File: src/rtl/mapper_pkg.sv
// rtl/mapper_pkg.sv - shared modulation constants, scheduler states and counter sizing
package mapper_pkg;

    localparam logic [1:0] MOD_BPSK  = 2'b00;
    localparam logic [1:0] MOD_QPSK  = 2'b01;
    localparam logic [1:0] MOD_16QAM = 2'b10;
    localparam logic [1:0] MOD_64QAM = 2'b11;

    localparam int MAPPER_PARALLELISM_DEFAULT = 8;
    localparam int CNT_W = $clog2(2 * MAPPER_PARALLELISM_DEFAULT) + 1;

    typedef enum logic [1:0] {IDLE, PRIME, RUN, DONE} sched_state_e;

    function automatic int unsigned bps_of(input logic [1:0] mod_sel);
        case (mod_sel)
            MOD_BPSK:  return 1;
            MOD_QPSK:  return 2;
            MOD_16QAM: return 4;
            default:   return 6;
        endcase
    endfunction

    // Fill counter width for a given word width: holds 2*P plus one bit of headroom.
    function automatic int cnt_width(input int p);
        return $clog2(2 * p) + 1;
    endfunction

endpackage

File: src/rtl/mapper_fill_tracker.sv
// rtl/mapper_fill_tracker.sv - shift-register fill counter with refill, consume, saturation and overflow flag
module mapper_fill_tracker
    import mapper_pkg::*;
#(
    parameter int P  = 8,
    parameter int CW = 3,
    parameter int AW = CNT_W
) (
    input  logic          clk,
    input  logic          reset,
    input  logic          load_i,
    input  logic [CW-1:0] consume_i,
    input  logic          clear_i,
    output logic [AW-1:0] avail_o,
    output logic [AW-1:0] avail_next_o,
    output logic          overflow_o
);
    localparam int SAT   = (1 << AW) - 1;
    localparam int LIMIT = 2 * P;

    logic          load_q;
    logic [AW-1:0] avail_q;
    logic [AW-1:0] avail_d;
    logic [AW:0]   gross;
    logic [AW:0]   net;

    // A loaded word lands one cycle after its read; the consume of the cycle is subtracted in the same update.
    always_comb begin
        gross = {1'b0, avail_q} + (load_q ? (AW+1)'(P) : '0);
        if (gross < (AW+1)'(consume_i)) begin
            net = '0;
        end else begin
            net = gross - (AW+1)'(consume_i);
        end
        avail_d    = (net > (AW+1)'(SAT)) ? AW'(SAT) : net[AW-1:0];
        overflow_o = ~clear_i & (net > (AW+1)'(LIMIT));
    end

    // Counter and pending-load register; clear drops residual bits between frames.
    always_ff @(posedge clk) begin
        if (!reset) begin
            load_q  <= 1'b0;
            avail_q <= '0;
        end else begin
            load_q  <= load_i;
            avail_q <= clear_i ? '0 : avail_d;
        end
    end

    assign avail_o      = avail_q;
    assign avail_next_o = avail_d;

endmodule

File: src/rtl/mapper_fill_scheduler.sv
// rtl/mapper_fill_scheduler.sv - per-cycle consume-count scheduler for the mapper shift register (option: MAPPER_PAD_LAST_EN)
module mapper_fill_scheduler
    import mapper_pkg::*;
#(
    parameter int MAPPER_PARALLELISM = 8,
    parameter int FRAME_LEN_W        = 16
) (
    input  logic                                  clk,
    input  logic                                  reset,
    input  logic                                  start,
    input  logic                                  abort,
    input  logic [1:0]                            mod_sel,
    input  logic [FRAME_LEN_W-1:0]                frame_bits,
    input  logic                                  fifo_empty,
    input  logic                                  data_in_fifo_rd_req,
    input  logic                                  out_ready,
    output logic [$clog2(MAPPER_PARALLELISM)-1:0] c,
    output logic                                  sym_valid,
    output logic                                  sym_last,
    output logic                                  sym_pad,
    output logic                                  busy,
    output logic                                  frame_done,
    output logic                                  frame_err
);
    localparam int CW = $clog2(MAPPER_PARALLELISM);
    localparam int AW = cnt_width(MAPPER_PARALLELISM);

    sched_state_e           state_q, state_d;
    logic [CW-1:0]          c_q, c_d;
    logic [CW-1:0]          bps_q, bps_d;
    logic [FRAME_LEN_W-1:0] rem_q, rem_d;
    logic                   last_q, last_d;
    logic                   pad_q, pad_d;
    logic                   done_q, done_d;
    logic                   err_q, err_d;
    logic [AW-1:0]          avail;
    logic [AW-1:0]          avail_next;
    logic                   overflow;
    logic                   clear;

    assign clear = (state_q == IDLE) || (state_q == DONE);

    mapper_fill_tracker #(
        .P  (MAPPER_PARALLELISM),
        .CW (CW),
        .AW (AW)
    ) u_tracker (
        .clk          (clk),
        .reset        (reset),
        .load_i       (data_in_fifo_rd_req & ~fifo_empty),
        .consume_i    (c_q),
        .clear_i      (clear),
        .avail_o      (avail),
        .avail_next_o (avail_next),
        .overflow_o   (overflow)
    );

    // Next state and next registered outputs; symbol decisions use the fill level at the cycle c is driven.
    always_comb begin
        state_d = state_q;
        c_d     = '0;
        last_d  = 1'b0;
        pad_d   = 1'b0;
        done_d  = 1'b0;
        err_d   = err_q | overflow;
        rem_d   = rem_q;
        bps_d   = bps_q;
        case (state_q)
            IDLE: begin
                if (start && !abort) begin
                    if (frame_bits == '0 || bps_of(mod_sel) >= MAPPER_PARALLELISM) begin
                        err_d = 1'b1;
                    end else begin
                        bps_d   = CW'(bps_of(mod_sel));
                        rem_d   = frame_bits;
                        err_d   = 1'b0;
                        state_d = PRIME;
                    end
                end
            end
            PRIME: begin
                if (abort) begin
                    state_d = IDLE;
                end else if (int'(avail) >= int'(bps_q)) begin
                    state_d = RUN;
                end
            end
            RUN: begin
                if (abort) begin
                    state_d = IDLE;
                end else if (int'(rem_q) < int'(bps_q)) begin
`ifdef MAPPER_PAD_LAST_EN
                    if (int'(avail_next) >= int'(rem_q) && out_ready) begin
                        c_d     = CW'(rem_q);
                        last_d  = 1'b1;
                        pad_d   = 1'b1;
                        rem_d   = '0;
                        state_d = DONE;
                    end
`else
                    err_d   = 1'b1;
                    state_d = DONE;
`endif
                end else if (int'(avail_next) >= int'(bps_q) && out_ready) begin
                    c_d    = bps_q;
                    rem_d  = rem_q - FRAME_LEN_W'(bps_q);
                    last_d = (rem_d == '0);
                    if (last_d) begin
                        state_d = DONE;
                    end
                end
            end
            DONE: begin
                state_d = IDLE;
                done_d  = ~abort;
            end
            default: state_d = IDLE;
        endcase
    end

    // State and registered outputs.
    always_ff @(posedge clk) begin
        if (!reset) begin
            state_q <= IDLE;
            c_q     <= '0;
            bps_q   <= '0;
            rem_q   <= '0;
            last_q  <= 1'b0;
            pad_q   <= 1'b0;
            done_q  <= 1'b0;
            err_q   <= 1'b0;
        end else begin
            state_q <= state_d;
            c_q     <= c_d;
            bps_q   <= bps_d;
            rem_q   <= rem_d;
            last_q  <= last_d;
            pad_q   <= pad_d;
            done_q  <= done_d;
            err_q   <= err_d;
        end
    end

    assign c          = c_q;
    assign sym_valid  = (c_q != '0);
    assign sym_last   = last_q;
    assign sym_pad    = pad_q;
    assign busy       = (state_q != IDLE);
    assign frame_done = done_q;
    assign frame_err  = err_q;

endmodule

File: config.mk
export PLATFORM = sky130hd
export DESIGN_NAME = mapper_fill_scheduler
export DESIGN_NICKNAME = d
export VERILOG_FILES = /design/src/rtl/mapper_pkg.sv /design/src/rtl/mapper_fill_tracker.sv /design/src/rtl/mapper_fill_scheduler.sv
export SDC_FILE = /design/constraint.sdc
export NUM_CORES = 1
export LEC_CHECK = 0
export ABC_AREA = 1
export CORE_MARGIN = 3
export CORE_UTILIZATION = 40
export CTS_CLUSTER_SIZE = 25
export DETAILED_ROUTE_END_ITERATION = 16
export MAX_ROUTING_LAYER = met4
export SYNTH_ARGS = -nofsm -noshare
export SYNTH_HDL_FRONTEND = slang
export SYNTH_HIERARCHICAL = 1
export SYNTH_SLANG_ARGS = --single-unit
File: constraint.sdc
create_clock -name clk -period 3.77 [get_ports clk]
set_input_delay 0.377 -clock clk [delete_from_list [all_inputs] [get_ports clk]]
set_output_delay 0.377 -clock clk [all_outputs]
set_load 0.01 [all_outputs]
# == Yosys cells after proc, flatten, opt, wreduce, memory -nomap -nowiden ==
# Index checks and enable logic that the tools add are counted.
# Widths: inputs -> output; s select.
# totals
wordCells,86
reg_bits,33
out_inout_bits,9
input_bits,25
# classes
add_sub_neg,3
n_reduce_logical,18
bitwise_logic,10
mux,26
eq_ne,13
order_cmp,7
# op_table
cell,n
$mux 16,5
$mux 32,2
$ge 32x4->1 const B,1
$logic_not 16->1,2
$pmux 16 s2,1
$lt 16x3->1,1
$mux 2,8
$sub 16x3->16,1
$gt 6x5->1 const B,2
$ge 5x3->1,2
$pmux 3 s3,1
$ne 2x2->1 const B,4
$ne 4x4->1 const B,2
$pmux 2 s4,1
$not 1->1,7
$add 5x6->6,1
$eq 2x2->1 const B,3
$lt 6x3->1,1
$mux 6,1
$reduce_and 6->1,1
$sub 6x3->6,1
$mux 5,1
$reduce_and 5->1,1
$reduce_or 5->1,1
other kinds (17),26

# == Logic depth before layout (Yosys ltp) ==
# depth
word_depth,12
mapped_depth,27

# == Hierarchy ==
# The synthesis kept the hierarchy.
# by_module_without_submodules
mod,seq_area_each_um2,cells_each,n_inst,area_per_inst_um2
mapper_fill_scheduler,540.5,343,1,2110.8
mapper_fill_tracker,120.1,75,1,489.2

# == Worst setup path after synthesis ==
# OpenSTA, ideal clock, no wires.
# synth_path
path_kind,register -> register
start,"reg c_q[0], in the netlist c[0]"
end,reg rem_q[11]
stages_incl_launch_ff,20
path_slack_ps,811
arrival_time_ps,2846
setup_time_ps,113
period_less_slack_ps,2959
path_cell_list,dfxtp_1 -> ha_1 -> inv_1 -> fa_1 -> nand2_1 -> nand3_2 -> nand3_2 -> buf_6 -> nand2_1 -> ha_1 -> inv_1 -> nor2_1 -> nand3_1 -> nand3_1 -> nand2_1 -> o31ai_4 -> nand2_2 -> buf_4 -> nor2_1 -> nor2_1
# synth_via
elab_chain_cells,8
elab_cells_between_ends,9
classes_between,1 x add/sub; 3 x order compare; 1 x eq/ne; 2 x mux; 2 x reduce/logical
# synth_lines
item,line_no,text
"start, declared",mapper_fill_scheduler.sv:29,"logic [CW-1:0] c_q, c_d;"
"start signal, assigned",mapper_fill_scheduler.sv:125,c_q <= '0;
"start signal, assigned",mapper_fill_scheduler.sv:134,c_q <= c_d;
$sub 6x3->6 / $lt 6x3->1 (equally long branches),"mapper_fill_tracker.sv:33, mapper_fill_tracker.sv:30",
$mux 6 (*),mapper_fill_tracker.sv:30,if (gross < (AW+1)'(consume_i)) begin
$gt 6x5->1,mapper_fill_tracker.sv:35,avail_d = (net > (AW+1)'(SAT)) ? AW'(SAT) : net[AW-1:0];
$mux 5 (*),mapper_fill_tracker.sv:35,
named net avail_next[2],mapper_fill_scheduler.sv:37,logic [AW-1:0] avail_next;
$ge 5x3->1 (*),mapper_fill_scheduler.sv:104,end else if (int'(avail_next) >= int'(bps_q) && out_ready) begin
$logic_and 1x1->1 (*),mapper_fill_scheduler.sv:104,
$ne 2x2->1 (no source line) (*),-,
$reduce_and 6->1 (no source line) (*),-,
"end signal, assigned",mapper_fill_scheduler.sv:136,rem_q <= rem_d;
"end, declared",mapper_fill_scheduler.sv:31,"logic [FRAME_LEN_W-1:0] rem_q, rem_d;"
# The timed path passes the listed nets; every way through them passes the cells marked *.
# A chain may end at the register's enable or synchronous reset.

# == Worst setup path in the final report ==
# layout_path
start,"reg c_q[0], in the netlist c[0]"
end,reg rem_q[14]
# The elaborated chain is that of the path after synthesis.

==> summary.txt <==
cell taking the most area after synthesis = dfxtp_1
CP top delay family = simple AND/OR/NAND/NOR gates
Die Span X = 86.6 microns
top-level I/O count = 34
#FFs+latches synth = 33
Synth Cell Area = 0.00260 sq mm
slowest CP cell = fa_1
peak supply drop = 0.000341 V
synth top area cells = dfxtp_1, nand2_1, nor2_1, inv_1, ha_1
Internal = 1.21 mW
setup tns final = 0 ps
Syn Inst Count = 418
top_reg_cell synth = dfxtp_1
# hold bufs at CTS = 0
TritonCTS clock tree = yes
ys async rst share = 0
# rows = 28
Layout area overhead = 17.7%
initial antenna violation count = 0
GRT overflow = 0
GRT Total Usage = 0.189
Power Dens Cells = 834 mW/mm^2
Worst Hold Slack = 485 ps
largest net degree at the start of global routing = 23
Final nets = 497
DP HPWL = 5.07 mm
CP Cell Sequence = ha_1 > inv_1 > fa_1 > nand2_1 > nand3_2 > nand3_2 > nand2_1 > ha_1 > inv_1 > nor2_1 > nand3_1 > nand3_1 > nand2_1 > o31ai_4 > nand2_2 > inv_1 > nor2_1 > nor2_1
WP buf/inv = 3
Num CTS Buffers = 5
core box area = 0.00610 sq mm
leakage power = 1.47 nW
routed wire length = 6.35 mm
Max-slew headroom = 0.559
Mean Syn Cell Area = 6.22 sq um
layout cells sized above 1 = 0.0710
max_cap viols = 0
CTS Sinks = 33
Vias per Instance = 4.82
vias in the first global route = 2432
post-cts sizing count = 0
synth warn = 6
Bufs on Longest Clock Path = 2
Initial Util = 0.427
critical path capture point type = flop
port bufs = 32
clock power share = 0.110
number of flops mapped to enable cells by yosys = 0
number of remaining DRC errors = 0
RSZ-0062 raised after global routing = no
# diodes = 0
Wirelength per Cell = 12.1 microns
dpl cells = 519
clock slew at reported path FFs = 70 ps
setup bufs post-CTS = 0
Sw Ratio = 0.528
clk_skew = 8.92 ps
first-pass GRT wire length = 10.9 mm
unique cell type count in the Yosys netlist = 35
die height = 86.6 microns
Post-DRT Antenna Nets = 0
Hold WC Path Type = reg -> reg
Non-Filler Instances = 526
outcome = finished, final reports clean
CP required = 4000 ps
Logic pwr share = 0.681
Post-Syn Nets = 464
clk_lat worst skew = 290 ps
Pre-Repair DR Iteration Count = 4
Seq/Total Area, Yosys = 0.254
top cell type's share of synthesized area = 0.254
Tightest Pin Transition = 660 ps
vias = 2535
Max Slew Vio Count = 0
switching power = 1.35 mW
maximum operating frequency = 312 MHz
Final period util = 0.849
CP Class = reg -> reg
Root Driver = clkbuf_8
startpoint types = flop
sequential power share = 0.210
WP data arrival = 3430 ps
slowest stage delay, CP = 390 ps
DR iter-0 viols = 96
Final GP Congestion = 0.878
Max FO, Critical Path = 21
Fin. Hold Viols = 0
H-tree levels = 2
min Tclk post-route = 3200 ps
Final setup viols = 0
total die area = 0.00750 sq mm
==> final cells by class <==
cell class	instances	area, sq um
Tap cell	75	93.8
Clock buffer	7	86.3
Sequential cell	33	661
Multi-Input combinational cell	309	1620
Inverter	67	251
Fill cell	661	3040
Timing Repair Buffer	35	343
==> worst reg2reg max path: stages, from the launching register on <==
cell and delay, ps:
dfxtp_1 350, ha_1 150, inv_1 70, fa_1 390, nand2_1 150, nand3_2 150
nand3_2 220, nand2_1 80, ha_1 320, inv_1 50, nor2_1 80, nand3_1 70
nand3_1 60, nand2_1 90, o31ai_4 250, nand2_2 290, inv_1 220, nor2_1 60
nor2_1 90
==> sequential cells by signal, summed over array words and instances (netlist names) <==
register and count:
rem_q 16, u_tracker/avail_o 5, bps_q 3, c 3, state_q 2, frame_done 1, frame_err 1, sym_last 1
u_tracker/load_q 1
==> synth_stat cells, types with 2 or more instances <==
cell,count
nor2_1,69
fa_1,2
o21ai_1,4
nand4_1,5
nor2_2,4
nor2_4,2
nand3_1,27
nor3_1,3
xor2_1,2
nand2_2,5
inv_1,66
dfxtp_1,33
nand2_1,104
a21oi_1,19
nand3_2,6
buf_4,2
o21ai_0,24
ha_1,19
clkbuf_1,4
buf_6,3
==> worst paths after layout <==
check | endpoint | slack, ps | from | cells past startpoint
min | rem_q[12] | 480 | rem_q[12] | 2
max | rem_q[14] | 570 | c[0] | 18
min reg2reg | rem_q[12] | 480 | rem_q[12] | 2
max reg2reg | rem_q[14] | 570 | c[0] | 18
==> cell usage in the layout (no fill, tap or decap), drive strengths merged <==
cell type / count
o31ai: 1
conb: 1
and3: 1
o221ai: 1
nor3: 4
nand4: 5
or2: 2
nor4: 1
xnor2: 1
o21ai: 28
a31oi: 1
fa: 2
inv: 67
nand3b: 1
o21bai: 1
dfxtp: 33
a21oi: 20
nor2: 75
xor2: 2
buf: 3
clkdlybuf4s50: 32
ha: 19
nand3: 33
clkbuf: 7
or3: 1
nand2: 109
==> stage by stage <==
step           setup slack, ps   util  power, mW  cell area (sq um)
6_report                   569  0.502       2.55               3060
5_1_grt                    203  0.502       2.89               3060
4_1_cts                    542  0.502       2.57               3060
3_5_place_dp               564  0.488       2.28               2970
3_3_place_gp               643  0.488       2.26               2970
2_1_floorplan              811      -       1.94               2600
==> routing by layer <==
layer  wire length, microns  vias up  global-route usage
met5                      0        -                   -
met4                     83        0              0.0623
met3                    196        6              0.0276
met2                   2930       34               0.309
met1                   3140     1120               0.238
li1                       -     1375                   -
==> power groups by stage <==
stage	Clock (mW)	Sequential, mW	Combinational (mW)
finish	0.279	0.535	1.74
global route	0.300	0.550	2.04
CTS	0.284	0.535	1.75
detailed placement	0	0.543	1.74
global placement	0	0.542	1.72
floorplan	0	0.522	1.42
==> cells by family after synthesis <==
logic type                 synth area share
and+or+nand+nor                       0.394
buffers and inverters                 0.121
adders and majority gates             0.107
DFF                                   0.254
other                               0.00144
xor gates and xnor gates             0.0101
AOI/OAI and AO/OA                     0.112
(Power assumes the default switching activity.)
